===== src/rtl/slot_dispatcher_if.sv =====
// Slot-table read/write ports and engine command channel seen by the slot dispatcher.
// master = dispatcher side, slave = table/engine side.
interface slot_dispatcher_if #(
    parameter int INDEX_WIDTH    = 3,
    parameter int SRC_ADDR_WIDTH = 32,
    parameter int SRC_SIZE_WIDTH = 26,
    parameter int DST_ADDR_WIDTH = 32,
    parameter int DST_SIZE_WIDTH = 26,
    parameter int STATUS_WIDTH   = 2,
    parameter int PROFILE_WIDTH  = 32
);
    // table read port (combinational read at tbl_out_index)
    logic [INDEX_WIDTH-1:0]    tbl_out_index;
    logic [SRC_ADDR_WIDTH-1:0] tbl_src_addr;
    logic [SRC_SIZE_WIDTH-1:0] tbl_src_size;
    logic [DST_ADDR_WIDTH-1:0] tbl_des_addr;
    logic [DST_SIZE_WIDTH-1:0] tbl_des_size;
    logic [STATUS_WIDTH-1:0]   tbl_status;

    // table write port
    logic [INDEX_WIDTH-1:0]    tbl_inp_index;
    logic [STATUS_WIDTH-1:0]   tbl_inp_status;
    logic [PROFILE_WIDTH-1:0]  tbl_inp_profile;
    logic                      tbl_set_status;
    logic                      tbl_set_profile;

    // engine command channel
    logic                      cmd_valid;
    logic                      cmd_ready;
    logic [INDEX_WIDTH-1:0]    cmd_slot;
    logic [SRC_ADDR_WIDTH-1:0] cmd_src_addr;
    logic [SRC_SIZE_WIDTH-1:0] cmd_src_size;
    logic [DST_ADDR_WIDTH-1:0] cmd_des_addr;
    logic [DST_SIZE_WIDTH-1:0] cmd_des_size;
    logic                      job_done;

    modport master (
        output tbl_out_index,
        input  tbl_src_addr, tbl_src_size, tbl_des_addr, tbl_des_size, tbl_status,
        output tbl_inp_index, tbl_inp_status, tbl_inp_profile,
        output tbl_set_status, tbl_set_profile,
        output cmd_valid,
        input  cmd_ready,
        output cmd_slot, cmd_src_addr, cmd_src_size, cmd_des_addr, cmd_des_size,
        input  job_done
    );

    modport slave (
        input  tbl_out_index,
        output tbl_src_addr, tbl_src_size, tbl_des_addr, tbl_des_size, tbl_status,
        input  tbl_inp_index, tbl_inp_status, tbl_inp_profile,
        input  tbl_set_status, tbl_set_profile,
        input  cmd_valid,
        output cmd_ready,
        input  cmd_slot, cmd_src_addr, cmd_src_size, cmd_des_addr, cmd_des_size,
        output job_done
    );
endinterface


===== src/rtl/slot_dispatcher.sv =====
// Round-robin slot-table consumer: claims PENDING slots, issues one engine job at a time, writes DONE + cycle profile.
// Latency: PENDING seen -> cmd_valid in 2 cycles; minimum job turnaround 5 cycles.
// Backpressure: cmd_* held stable while cmd_ready is low; no new claim until the current job is written back.
module slot_dispatcher #(
    parameter int INDEX_WIDTH    = 3,
    parameter int SRC_ADDR_WIDTH = 32,
    parameter int SRC_SIZE_WIDTH = 26,
    parameter int DST_ADDR_WIDTH = 32,
    parameter int DST_SIZE_WIDTH = 26,
    parameter int STATUS_WIDTH   = 2,
    parameter int PROFILE_WIDTH  = 32,
    parameter int ST_IDLE        = 0,
    parameter int ST_PENDING     = 1,
    parameter int ST_RUNNING     = 2,
    parameter int ST_DONE        = 3
) (
    input  logic               clk,
    input  logic               reset,
    input  logic               enable,
    output logic               busy,
    slot_dispatcher_if.master  bus
);

    localparam logic [STATUS_WIDTH-1:0]  STAT_IDLE    = STATUS_WIDTH'(ST_IDLE);
    localparam logic [STATUS_WIDTH-1:0]  STAT_PENDING = STATUS_WIDTH'(ST_PENDING);
    localparam logic [STATUS_WIDTH-1:0]  STAT_RUNNING = STATUS_WIDTH'(ST_RUNNING);
    localparam logic [STATUS_WIDTH-1:0]  STAT_DONE    = STATUS_WIDTH'(ST_DONE);
    localparam logic [INDEX_WIDTH-1:0]   IDX_ONE      = INDEX_WIDTH'(1);
    localparam logic [PROFILE_WIDTH-1:0] PROF_ONE     = PROFILE_WIDTH'(1);

    typedef struct packed {
        logic [SRC_ADDR_WIDTH-1:0] src_addr;
        logic [SRC_SIZE_WIDTH-1:0] src_size;
        logic [DST_ADDR_WIDTH-1:0] des_addr;
        logic [DST_SIZE_WIDTH-1:0] des_size;
    } desc_t;

    typedef enum logic [2:0] {
        SCAN,
        CLAIM,
        ISSUE,
        WAIT,
        WB
    } state_t;

    state_t                   state_q, state_d;
    logic [INDEX_WIDTH-1:0]   scan_ptr_q, scan_ptr_d;
    logic [INDEX_WIDTH-1:0]   cur_slot_q, cur_slot_d;
    desc_t                    desc_q, desc_d;
    logic [PROFILE_WIDTH-1:0] prof_q, prof_d;
    logic [PROFILE_WIDTH-1:0] prof_inc;

    logic                     cmd_valid_c;
    logic                     set_status_c;
    logic                     set_profile_c;
    logic [INDEX_WIDTH-1:0]   inp_index_c;
    logic [STATUS_WIDTH-1:0]  inp_status_c;
    logic [PROFILE_WIDTH-1:0] inp_profile_c;

    // profile saturates rather than wrapping so a hung job reads as "very long"
    assign prof_inc = (&prof_q) ? prof_q : prof_q + PROF_ONE;

    always_ff @(posedge clk or negedge reset) begin
        if (!reset) begin
            state_q    <= SCAN;
            scan_ptr_q <= '0;
            cur_slot_q <= '0;
            desc_q     <= '0;
            prof_q     <= '0;
        end else begin
            state_q    <= state_d;
            scan_ptr_q <= scan_ptr_d;
            cur_slot_q <= cur_slot_d;
            desc_q     <= desc_d;
            prof_q     <= prof_d;
        end
    end

    always_comb begin
        state_d       = state_q;
        scan_ptr_d    = scan_ptr_q;
        cur_slot_d    = cur_slot_q;
        desc_d        = desc_q;
        prof_d        = prof_q;
        cmd_valid_c   = 1'b0;
        set_status_c  = 1'b0;
        set_profile_c = 1'b0;
        inp_index_c   = '0;
        inp_status_c  = STAT_IDLE;
        inp_profile_c = '0;

        case (state_q)
            SCAN: begin
                if (enable) begin
                    if (bus.tbl_status == STAT_PENDING) begin
                        cur_slot_d      = scan_ptr_q;
                        desc_d.src_addr = bus.tbl_src_addr;
                        desc_d.src_size = bus.tbl_src_size;
                        desc_d.des_addr = bus.tbl_des_addr;
                        desc_d.des_size = bus.tbl_des_size;
                        state_d         = CLAIM;
                    end else begin
                        scan_ptr_d = scan_ptr_q + IDX_ONE;
                    end
                end
            end

            CLAIM: begin
                set_status_c = 1'b1;
                inp_index_c  = cur_slot_q;
                inp_status_c = STAT_RUNNING;
                prof_d       = '0;
                state_d      = ISSUE;
            end

            ISSUE: begin
                // job_done is deliberately not looked at until the command is accepted
                cmd_valid_c = 1'b1;
                prof_d      = prof_inc;
                if (bus.cmd_ready) begin
                    state_d = WAIT;
                end
            end

            WAIT: begin
                prof_d = prof_inc;
                if (bus.job_done) begin
                    state_d = WB;
                end
            end

            WB: begin
                set_status_c  = 1'b1;
                set_profile_c = 1'b1;
                inp_index_c   = cur_slot_q;
                inp_status_c  = STAT_DONE;
                inp_profile_c = prof_q;
                // resume just past the finished slot so it is examined last
                scan_ptr_d    = cur_slot_q + IDX_ONE;
                state_d       = SCAN;
            end

            default: begin
                state_d = SCAN;
            end
        endcase
    end

    assign busy                = (state_q != SCAN);
    assign bus.tbl_out_index   = scan_ptr_q;
    assign bus.tbl_inp_index   = inp_index_c;
    assign bus.tbl_inp_status  = inp_status_c;
    assign bus.tbl_inp_profile = inp_profile_c;
    assign bus.tbl_set_status  = set_status_c;
    assign bus.tbl_set_profile = set_profile_c;
    assign bus.cmd_valid       = cmd_valid_c;
    assign bus.cmd_slot        = cur_slot_q;
    assign bus.cmd_src_addr    = desc_q.src_addr;
    assign bus.cmd_src_size    = desc_q.src_size;
    assign bus.cmd_des_addr    = desc_q.des_addr;
    assign bus.cmd_des_size    = desc_q.des_size;

endmodule

===== src/flat_wrapper.sv =====
// flat-port wrapper written by rule: the top's interface ports become plain ports
module slot_dispatcher_flat 
#(
    parameter int INDEX_WIDTH    = 3,
    parameter int SRC_ADDR_WIDTH = 32,
    parameter int SRC_SIZE_WIDTH = 26,
    parameter int DST_ADDR_WIDTH = 32,
    parameter int DST_SIZE_WIDTH = 26,
    parameter int STATUS_WIDTH   = 2,
    parameter int PROFILE_WIDTH  = 32,
    parameter int ST_IDLE        = 0,
    parameter int ST_PENDING     = 1,
    parameter int ST_RUNNING     = 2,
    parameter int ST_DONE        = 3
)
  (clk, reset, enable, busy, bus_tbl_out_index, bus_tbl_src_addr, bus_tbl_src_size, bus_tbl_des_addr, bus_tbl_des_size, bus_tbl_status, bus_tbl_inp_index, bus_tbl_inp_status, bus_tbl_inp_profile, bus_tbl_set_status, bus_tbl_set_profile, bus_cmd_valid, bus_cmd_ready, bus_cmd_slot, bus_cmd_src_addr, bus_cmd_src_size, bus_cmd_des_addr, bus_cmd_des_size, bus_job_done);
  slot_dispatcher_if #(.INDEX_WIDTH(INDEX_WIDTH), .SRC_ADDR_WIDTH(SRC_ADDR_WIDTH), .SRC_SIZE_WIDTH(SRC_SIZE_WIDTH), .DST_ADDR_WIDTH(DST_ADDR_WIDTH), .DST_SIZE_WIDTH(DST_SIZE_WIDTH), .STATUS_WIDTH(STATUS_WIDTH), .PROFILE_WIDTH(PROFILE_WIDTH)) bus_i ();
  input  logic clk;
  input  logic reset;
  input  logic enable;
  output logic busy;
  output wire logic [$bits(bus_i.tbl_out_index)-1:0] bus_tbl_out_index;
  input wire logic [$bits(bus_i.tbl_src_addr)-1:0] bus_tbl_src_addr;
  input wire logic [$bits(bus_i.tbl_src_size)-1:0] bus_tbl_src_size;
  input wire logic [$bits(bus_i.tbl_des_addr)-1:0] bus_tbl_des_addr;
  input wire logic [$bits(bus_i.tbl_des_size)-1:0] bus_tbl_des_size;
  input wire logic [$bits(bus_i.tbl_status)-1:0] bus_tbl_status;
  output wire logic [$bits(bus_i.tbl_inp_index)-1:0] bus_tbl_inp_index;
  output wire logic [$bits(bus_i.tbl_inp_status)-1:0] bus_tbl_inp_status;
  output wire logic [$bits(bus_i.tbl_inp_profile)-1:0] bus_tbl_inp_profile;
  output wire logic [$bits(bus_i.tbl_set_status)-1:0] bus_tbl_set_status;
  output wire logic [$bits(bus_i.tbl_set_profile)-1:0] bus_tbl_set_profile;
  output wire logic [$bits(bus_i.cmd_valid)-1:0] bus_cmd_valid;
  input wire logic [$bits(bus_i.cmd_ready)-1:0] bus_cmd_ready;
  output wire logic [$bits(bus_i.cmd_slot)-1:0] bus_cmd_slot;
  output wire logic [$bits(bus_i.cmd_src_addr)-1:0] bus_cmd_src_addr;
  output wire logic [$bits(bus_i.cmd_src_size)-1:0] bus_cmd_src_size;
  output wire logic [$bits(bus_i.cmd_des_addr)-1:0] bus_cmd_des_addr;
  output wire logic [$bits(bus_i.cmd_des_size)-1:0] bus_cmd_des_size;
  input wire logic [$bits(bus_i.job_done)-1:0] bus_job_done;
  assign bus_tbl_out_index = bus_i.tbl_out_index;
  assign bus_i.tbl_src_addr = bus_tbl_src_addr;
  assign bus_i.tbl_src_size = bus_tbl_src_size;
  assign bus_i.tbl_des_addr = bus_tbl_des_addr;
  assign bus_i.tbl_des_size = bus_tbl_des_size;
  assign bus_i.tbl_status = bus_tbl_status;
  assign bus_tbl_inp_index = bus_i.tbl_inp_index;
  assign bus_tbl_inp_status = bus_i.tbl_inp_status;
  assign bus_tbl_inp_profile = bus_i.tbl_inp_profile;
  assign bus_tbl_set_status = bus_i.tbl_set_status;
  assign bus_tbl_set_profile = bus_i.tbl_set_profile;
  assign bus_cmd_valid = bus_i.cmd_valid;
  assign bus_i.cmd_ready = bus_cmd_ready;
  assign bus_cmd_slot = bus_i.cmd_slot;
  assign bus_cmd_src_addr = bus_i.cmd_src_addr;
  assign bus_cmd_src_size = bus_i.cmd_src_size;
  assign bus_cmd_des_addr = bus_i.cmd_des_addr;
  assign bus_cmd_des_size = bus_i.cmd_des_size;
  assign bus_i.job_done = bus_job_done;
  slot_dispatcher #(.INDEX_WIDTH(INDEX_WIDTH), .SRC_ADDR_WIDTH(SRC_ADDR_WIDTH), .SRC_SIZE_WIDTH(SRC_SIZE_WIDTH), .DST_ADDR_WIDTH(DST_ADDR_WIDTH), .DST_SIZE_WIDTH(DST_SIZE_WIDTH), .STATUS_WIDTH(STATUS_WIDTH), .PROFILE_WIDTH(PROFILE_WIDTH), .ST_IDLE(ST_IDLE), .ST_PENDING(ST_PENDING), .ST_RUNNING(ST_RUNNING), .ST_DONE(ST_DONE)) u_core (.clk(clk), .reset(reset), .enable(enable), .busy(busy), .bus(bus_i));
endmodule

===== config.mk =====
export PLATFORM = sky130hd
export DESIGN_NAME = slot_dispatcher_flat
export DESIGN_NICKNAME = d
export VERILOG_FILES = /design/src/rtl/slot_dispatcher_if.sv /design/src/rtl/slot_dispatcher.sv /design/src/flat_wrapper.sv
export SDC_FILE = /design/constraint.sdc
export NUM_CORES = 1
export LEC_CHECK = 0
export CAP_MARGIN = 20
export CORE_ASPECT_RATIO = 0.9
export CORE_MARGIN = 2
export CORE_UTILIZATION = 39
export DETAILED_ROUTE_END_ITERATION = 8
export PLACE_DENSITY = 0.85
export SKIP_CTS_REPAIR_TIMING = 1
export SKIP_LAST_GASP = 1
export SLEW_MARGIN = 40
export SYNTH_ARGS = -nofsm -noshare
export SYNTH_HDL_FRONTEND = slang
export SYNTH_SLANG_ARGS = --single-unit

===== constraint.sdc =====
create_clock -name clk -period 2.3 [get_ports clk]
set_input_delay 0.345 -clock clk [delete_from_list [all_inputs] [get_ports clk]]
set_output_delay 0.345 -clock clk [all_outputs]
set_load 0.05 [all_outputs]

==> impl_metrics.yaml, run 1 <==
outcome:
  outcome: "completed"
logic_synthesis:
  synth_top_area_cell: "dfrtp_1"
  synth_edf_count: 0
  async_reset_ff_frac: 1.00
  yosysUniqueCellTypes: 53
  synth_warnings: 0
  postSynthCellCount: 546
  synth_top_area_frac: 0.560
  synthTopCellsByArea: "dfrtp_1, mux2_2, and3_1"
  syn_area_per_cell_um2: 12.9
  ys_ff_latch: 157
  synth_area_um2: 7020
  syn_nets: 671
  synth_top_flop_cell: "dfrtp_1"
  synth_seq_area_share: 0.560
finish:
  final_area_um2: 11300
  final.fill_count: 1309
  utilization: 0.641
  nets: 973
  drive_gt1_frac: 0.290
  layout_commonest_cell: "clkdlybuf4s50_1"
  final_cell_mix: "clkdlybuf4s50_1, dfrtp_1, mux2_2, buf_12, and3_1"
  synthToLayoutAreaGrowth_pct: 60.8
clock_network:
  numCtsBuffers: 17
  cts_root_buf: "clkbuf_16"
  clock_latency_ns: 0.42
  cts.sinks: 157
  clk_pin_slew_ns: 0.07
  cts_buffer_depth: 2
  htree_num_levels: 4
  cts_tree: "done"
critical_path:
  crit_type: "reg2out"
  setup.worst_path.start_class: "flip-flop"
  required_ns: 1.96
  end_kind: "primary output"
  crit_arrival_ns: 1.82
  path_max_fanout: 9
placed_design:
  dp_slack_ns: 0.148
  dp_hpwl_um: 16700
  postPlaceCellArea_um2: 10700
  port_buffers: 285
  gp_congestion: 0.908
sta:
  fmax_ghz: 0.462
  min_period_ns: 2.16
  setup_viol: 0
  post-route-period-util: 0.941
  hold_viol_final: 0
  slew_viol_final: 0
  rsz0062_at_grt: "false"
  worstMarginPinSlew_ns: 0.665
  layout_setup_ws_ns: 0.136
  max_slew_margin: 0.555
  tns_ns: 0
  skew_ns: 0.0117
route:
  ant_nets: 0
  drtIter0Drc: 369
  routed_via_density: 5.19
  firstDrtPassIters: 5
  num_vias: 5741
  finalWirelength_um: 21900
  routedWlPerCell_um: 19.8
  drc: 0
grt:
  grt_pass1_wl_um: 33900
  antenna_found_initial: 6
  grt_usage: 0.228
  grt_start_max_net_pins: 62
  grt_pass1_vias: 5975
  grt.overflow.total: 0
die:
  die_y_um: 131
  die_area_um2: 19100
  die_x_um: 145
  core_area_um2: 17600
  pin_count: 286
  rows: 46
  start_util: 0.398
power_and_ir_drop:
  p_per_area_nw_per_um2: 1430
  p_leak_nw: 4.85
  max-vdd-ir-drop_uv: 599
  power_mw: 16.1
min_path:
  worstHoldPathType: "in2async"
job:
  maxCapViolations: 0
==> cell families (layout without fill, tap and decap cells) <==
| logic type | Yosys count | count (layout) | synth area share |
|---|---|---|---|
| AOI/OAI and AO/OA | 68 | 68 | 0.0685 |
| xor gates and xnor gates | 11 | 11 | 0.0137 |
| adders and majority gates | 2 | 2 | 0.00357 |
| buffers and inverters | 46 | 361 | 0.0378 |
| DFF | 157 | 157 | 0.560 |
| muxes | 126 | 126 | 0.202 |
| other | 0 | 6 | 0 |
| and+or+nand+nor | 136 | 136 | 0.115 |
==> power by group <==
group / total, mW / switching [mW] / leakage (nW) / internal [mW]
sequential: 4.51 / 0.650 / 1.98 / 3.86
combinational: 8.95 / 5.71 / 2.61 / 3.24
clock: 2.63 / 1.20 / 0.271 / 1.43
==> area by class of cell <==
cell class / instances / area (um^2) / share of cell area
diodes: 6 / 15.0 / 0.00133
clock buffers: 18 / 439 / 0.0389
clock inverters: 14 / 110 / 0.00976
inverters: 5 / 18.8 / 0.00166
multi-input cells: 343 / 2840 / 0.251
flip-flops and latches: 157 / 3930 / 0.348
well taps: 240 / 300 / 0.0266
repair buffers: 324 / 3630 / 0.322
==> metrics by stage <==
stage | hold slack (ns) | cells
2_1_floorplan | 0.0494 | 546
3_3_place_gp | 0.362 | 1068
3_5_place_dp | 0.356 | 1068
4_1_cts | -0.0905 | 1100
5_1_grt | 0.516 | 1107
6_report | 0.475 | 1107
==> cells in the mapped netlist, types with 3 or more instances <==
cell type and instances:
dfrtp_1 157, mux2_2 123, and3_1 37, nand2_1 18, nand3_1 16, clkbuf_1 15
buf_4 14, nor2_1 14, o31ai_1 13, a31oi_1 12, a22o_1 9, nand4_1 9
o21ai_0 9, and2_1 8, buf_2 7, nor3_1 6, xor2_1 6, a21oi_1 5
inv_1 5, nand2b_1 5, xnor2_1 5, a41oi_1 4, buf_6 4, mux2i_1 3
==> routing by layer <==
layer | global-route usage | wire, um | vias to the layer above
met2 | 0.385 | 11400 | 268
met1 | 0.277 | 8500 | 2830
met3 | 0.0653 | 1650 | 21
li1 | - | - | 2622
met5 | 0 | 0 | -
met4 | 0.0866 | 406 | 0
==> state kept, by name (all words and copies together), names as in the netlist <==
name / count
u_core.bus.cmd_des_addr: 32
u_core.bus.cmd_des_size: 26
u_core.bus.cmd_slot: 3
u_core.bus.cmd_src_addr: 32
u_core.bus.cmd_src_size: 26
u_core.bus.tbl_out_index: 3
u_core.prof_q: 32
u_core.state_q: 3
==> path summary, 6_finish.rpt <==
path	startpoint	endpoint	slack, ns	cells past startpoint
max in group asynchronous	reset	u_core.prof_q[16]	1.14	3
hold / removal	reset	u_core.prof_q[15]	0.48	2
setup / recovery	u_core.state_q[2]	bus_tbl_inp_index[2]	0.14	5
setup reg to reg	u_core.prof_q[1]	u_core.prof_q[19]	0.23	6
min in group clk	u_core.bus.cmd_des_size[10]	u_core.bus.cmd_des_size[10]	0.51	1
hold reg to reg	u_core.bus.cmd_des_size[10]	u_core.bus.cmd_des_size[10]	0.51	1
==> critical path, cell delays in order (launching register included) <==
cell and delay, ns:
dfrtp_1 0.40, buf_4 0.19, xnor2_1 0.14, nor2_2 0.29, and2_1 0.24, buf_12 0.15
(Power assumes the default switching activity.)
==> inputs of run 2 (changes only) <==
--- a/config.mk
+++ b/config.mk
@@ -7,7 +7,7 @@
 export LEC_CHECK = 0
 export CAP_MARGIN = 20
 export CORE_ASPECT_RATIO = 0.9
-export CORE_MARGIN = 2
+export CORE_MARGIN = 1.5
 export CORE_UTILIZATION = 39
 export DETAILED_ROUTE_END_ITERATION = 8
 export PLACE_DENSITY = 0.85
==> impl_metrics.yaml, run 2 (synthesis results as in run 1) <==
min_path:
  worstHoldPathType: "in2async"
critical_path:
  path_cells: "buf_4 > xnor2_1 > nor2_2 > and2_1 > buf_12"
  max_stage_delay_ns: 0.39
  end_kind: "primary output"
  crit_arrival_ns: 1.88
  path_max_fanout: 9
  r2r-end: "u_core.prof_q[12]"
  cp_slowest_cell: "dfrtp_1"
  crit_type: "reg2out"
  r2r_slack_ns: 0.16
  r2r.worst_path.cells: 6
  required_ns: 1.96
  cp_num_buf_inv: 2
  cpLargestDelayFamily: "simple AND/OR/NAND/NOR gates"
  r2r_start: "u_core.prof_q[26]"
  setup.worst_path.start_class: "flip-flop"
power_and_ir_drop:
  p_switching_mw: 7.48
  power_mw: 16.2
  max-vdd-ir-drop_uv: 593
  combinationalPowerShare: 0.546
  p_clk_frac: 0.176
  p_sw_frac: 0.462
  p_leak_nw: 4.85
  seq_power_share: 0.278
  p_per_area_nw_per_um2: 1440
  intPower_mw: 8.71
sta:
  slew_viol_final: 0
  timing.hold.ws_ns: 0.432
  hold_viol_final: 0
  tns_ns: 0
  layout_setup_ws_ns: 0.0755
  skew_ns: 0.00839
  fmax_ghz: 0.450
  worstMarginPinSlew_ns: 0.747
  post-route-period-util: 0.967
  rsz0062_at_grt: "true"
  setup_viol: 0
  min_period_ns: 2.22
  max_slew_margin: 0.498
clock_network:
  numCtsBuffers: 17
  cts_root_buf: "clkbuf_16"
  clock_latency_ns: 0.43
  htree_num_levels: 4
  cts_buffer_depth: 2
  cts_tree: "done"
  clk_pin_slew_ns: 0.06
  cts.sinks: 157
placed_design:
  gp_congestion: 0.902
  dp_slack_ns: 0.145
  dp_hpwl_um: 15700
  port_buffers: 285
  postPlaceCellArea_um2: 10700
finish:
  synthToLayoutAreaGrowth_pct: 60.7
  drive_gt1_frac: 0.288
  nets: 969
  final_area_um2: 11300
  layout_commonest_cell: "clkdlybuf4s50_1"
  final.fill_count: 1291
  final_cell_mix: "clkdlybuf4s50_1, dfrtp_1, mux2_2, buf_12, and3_1"
grt:
  grt_start_max_net_pins: 58
  grt_pass1_wl_um: 30800
  grt.overflow.total: 0
  grt_pass1_vias: 5562
  grt_usage: 0.217
  antenna_found_initial: 6
job:
  maxCapViolations: 0
route:
  routed_via_density: 5.15
  num_vias: 5675
  drc: 0
  routedWlPerCell_um: 18.8
  ant_nets: 0
  firstDrtPassIters: 4
  drtIter0Drc: 342
  finalWirelength_um: 20700
die:
  pin_count: 286
  die_area_um2: 18800
  core_area_um2: 17600
  rows: 46
  die_y_um: 130
  start_util: 0.398
  die_x_um: 144
outcome:
  outcome: "completed"
[run 2: cell types whose count changed in the layout (fill, tap and decap cells not counted)]
cell	delta
clkinvlp_4	-1
nand2_2	+1
buf_4	-2
buf_12	-2
clkinv_4	+1
nand2_1	-1
bufinv_16	+2
inv_6	-1
clkinv_2	-1
[run 2: worst max-delay path by stage]
stage,end,slack [ns],cells after the start,from
6_report,bus_tbl_inp_index[1],0.08,5,u_core.state_q[2]
5_1_grt,u_core.prof_q[11],-0.01,6,u_core.prof_q[26]
4_1_cts,bus_tbl_inp_index[1],0.05,5,u_core.state_q[2]
3_5_place_dp,u_core.bus.cmd_des_addr[16],0.15,6,bus_tbl_status[0]
3_3_place_gp,u_core.bus.cmd_src_size[21],0.22,6,bus_tbl_status[0]
2_1_floorplan,u_core.bus.tbl_out_index[2],-0.02,10,u_core.state_q[0]
[run 2: per-layer routing]
metal	vias up	wire [um]	track usage
met5	-	0	0
met4	0	454	0.0862
met3	30	1710	0.0657
met2	238	10400	0.370
met1	2800	8150	0.259
li1	2607	-	-
[run 2: layout make-up]
cell class / instances / area [um^2] / area share
clock buffers: 18 / 439 / 0.0389
well taps: 240 / 300 / 0.0266
diodes: 6 / 15.0 / 0.00133
repair buffers: 320 / 3580 / 0.317
inverters: 5 / 18.8 / 0.00166
multi-input cells: 343 / 2840 / 0.252
clock inverters: 14 / 158 / 0.0140
flip-flops and latches: 157 / 3930 / 0.348
[run 2: worst register-to-register path: stages, from the launching register on]
cell and delay, ns:
dfrtp_1 0.45, nand4_2 0.23, nor4_2 0.45, nand4_1 0.39
nand2b_1 0.18, buf_4 0.22, a22o_1 0.17
[run 2: through the flow]
stage,utilization,std cells
6_report,0.640,1103
4_1_cts,0.639,1096
3_5_place_dp,0.605,1064
3_3_place_gp,0.605,1064
5_1_grt,0.640,1103
2_1_floorplan,-,546
[run 2: power groups by stage]
stage	sequential, mW	clock (mW)	combinational [mW]
finish	4.50	2.85	8.84
global route	4.65	3.00	9.18
CTS	4.50	2.89	8.88
detailed placement	4.55	0	8.87
global placement	4.47	0	8.71
floorplan	8.14	0	1.93
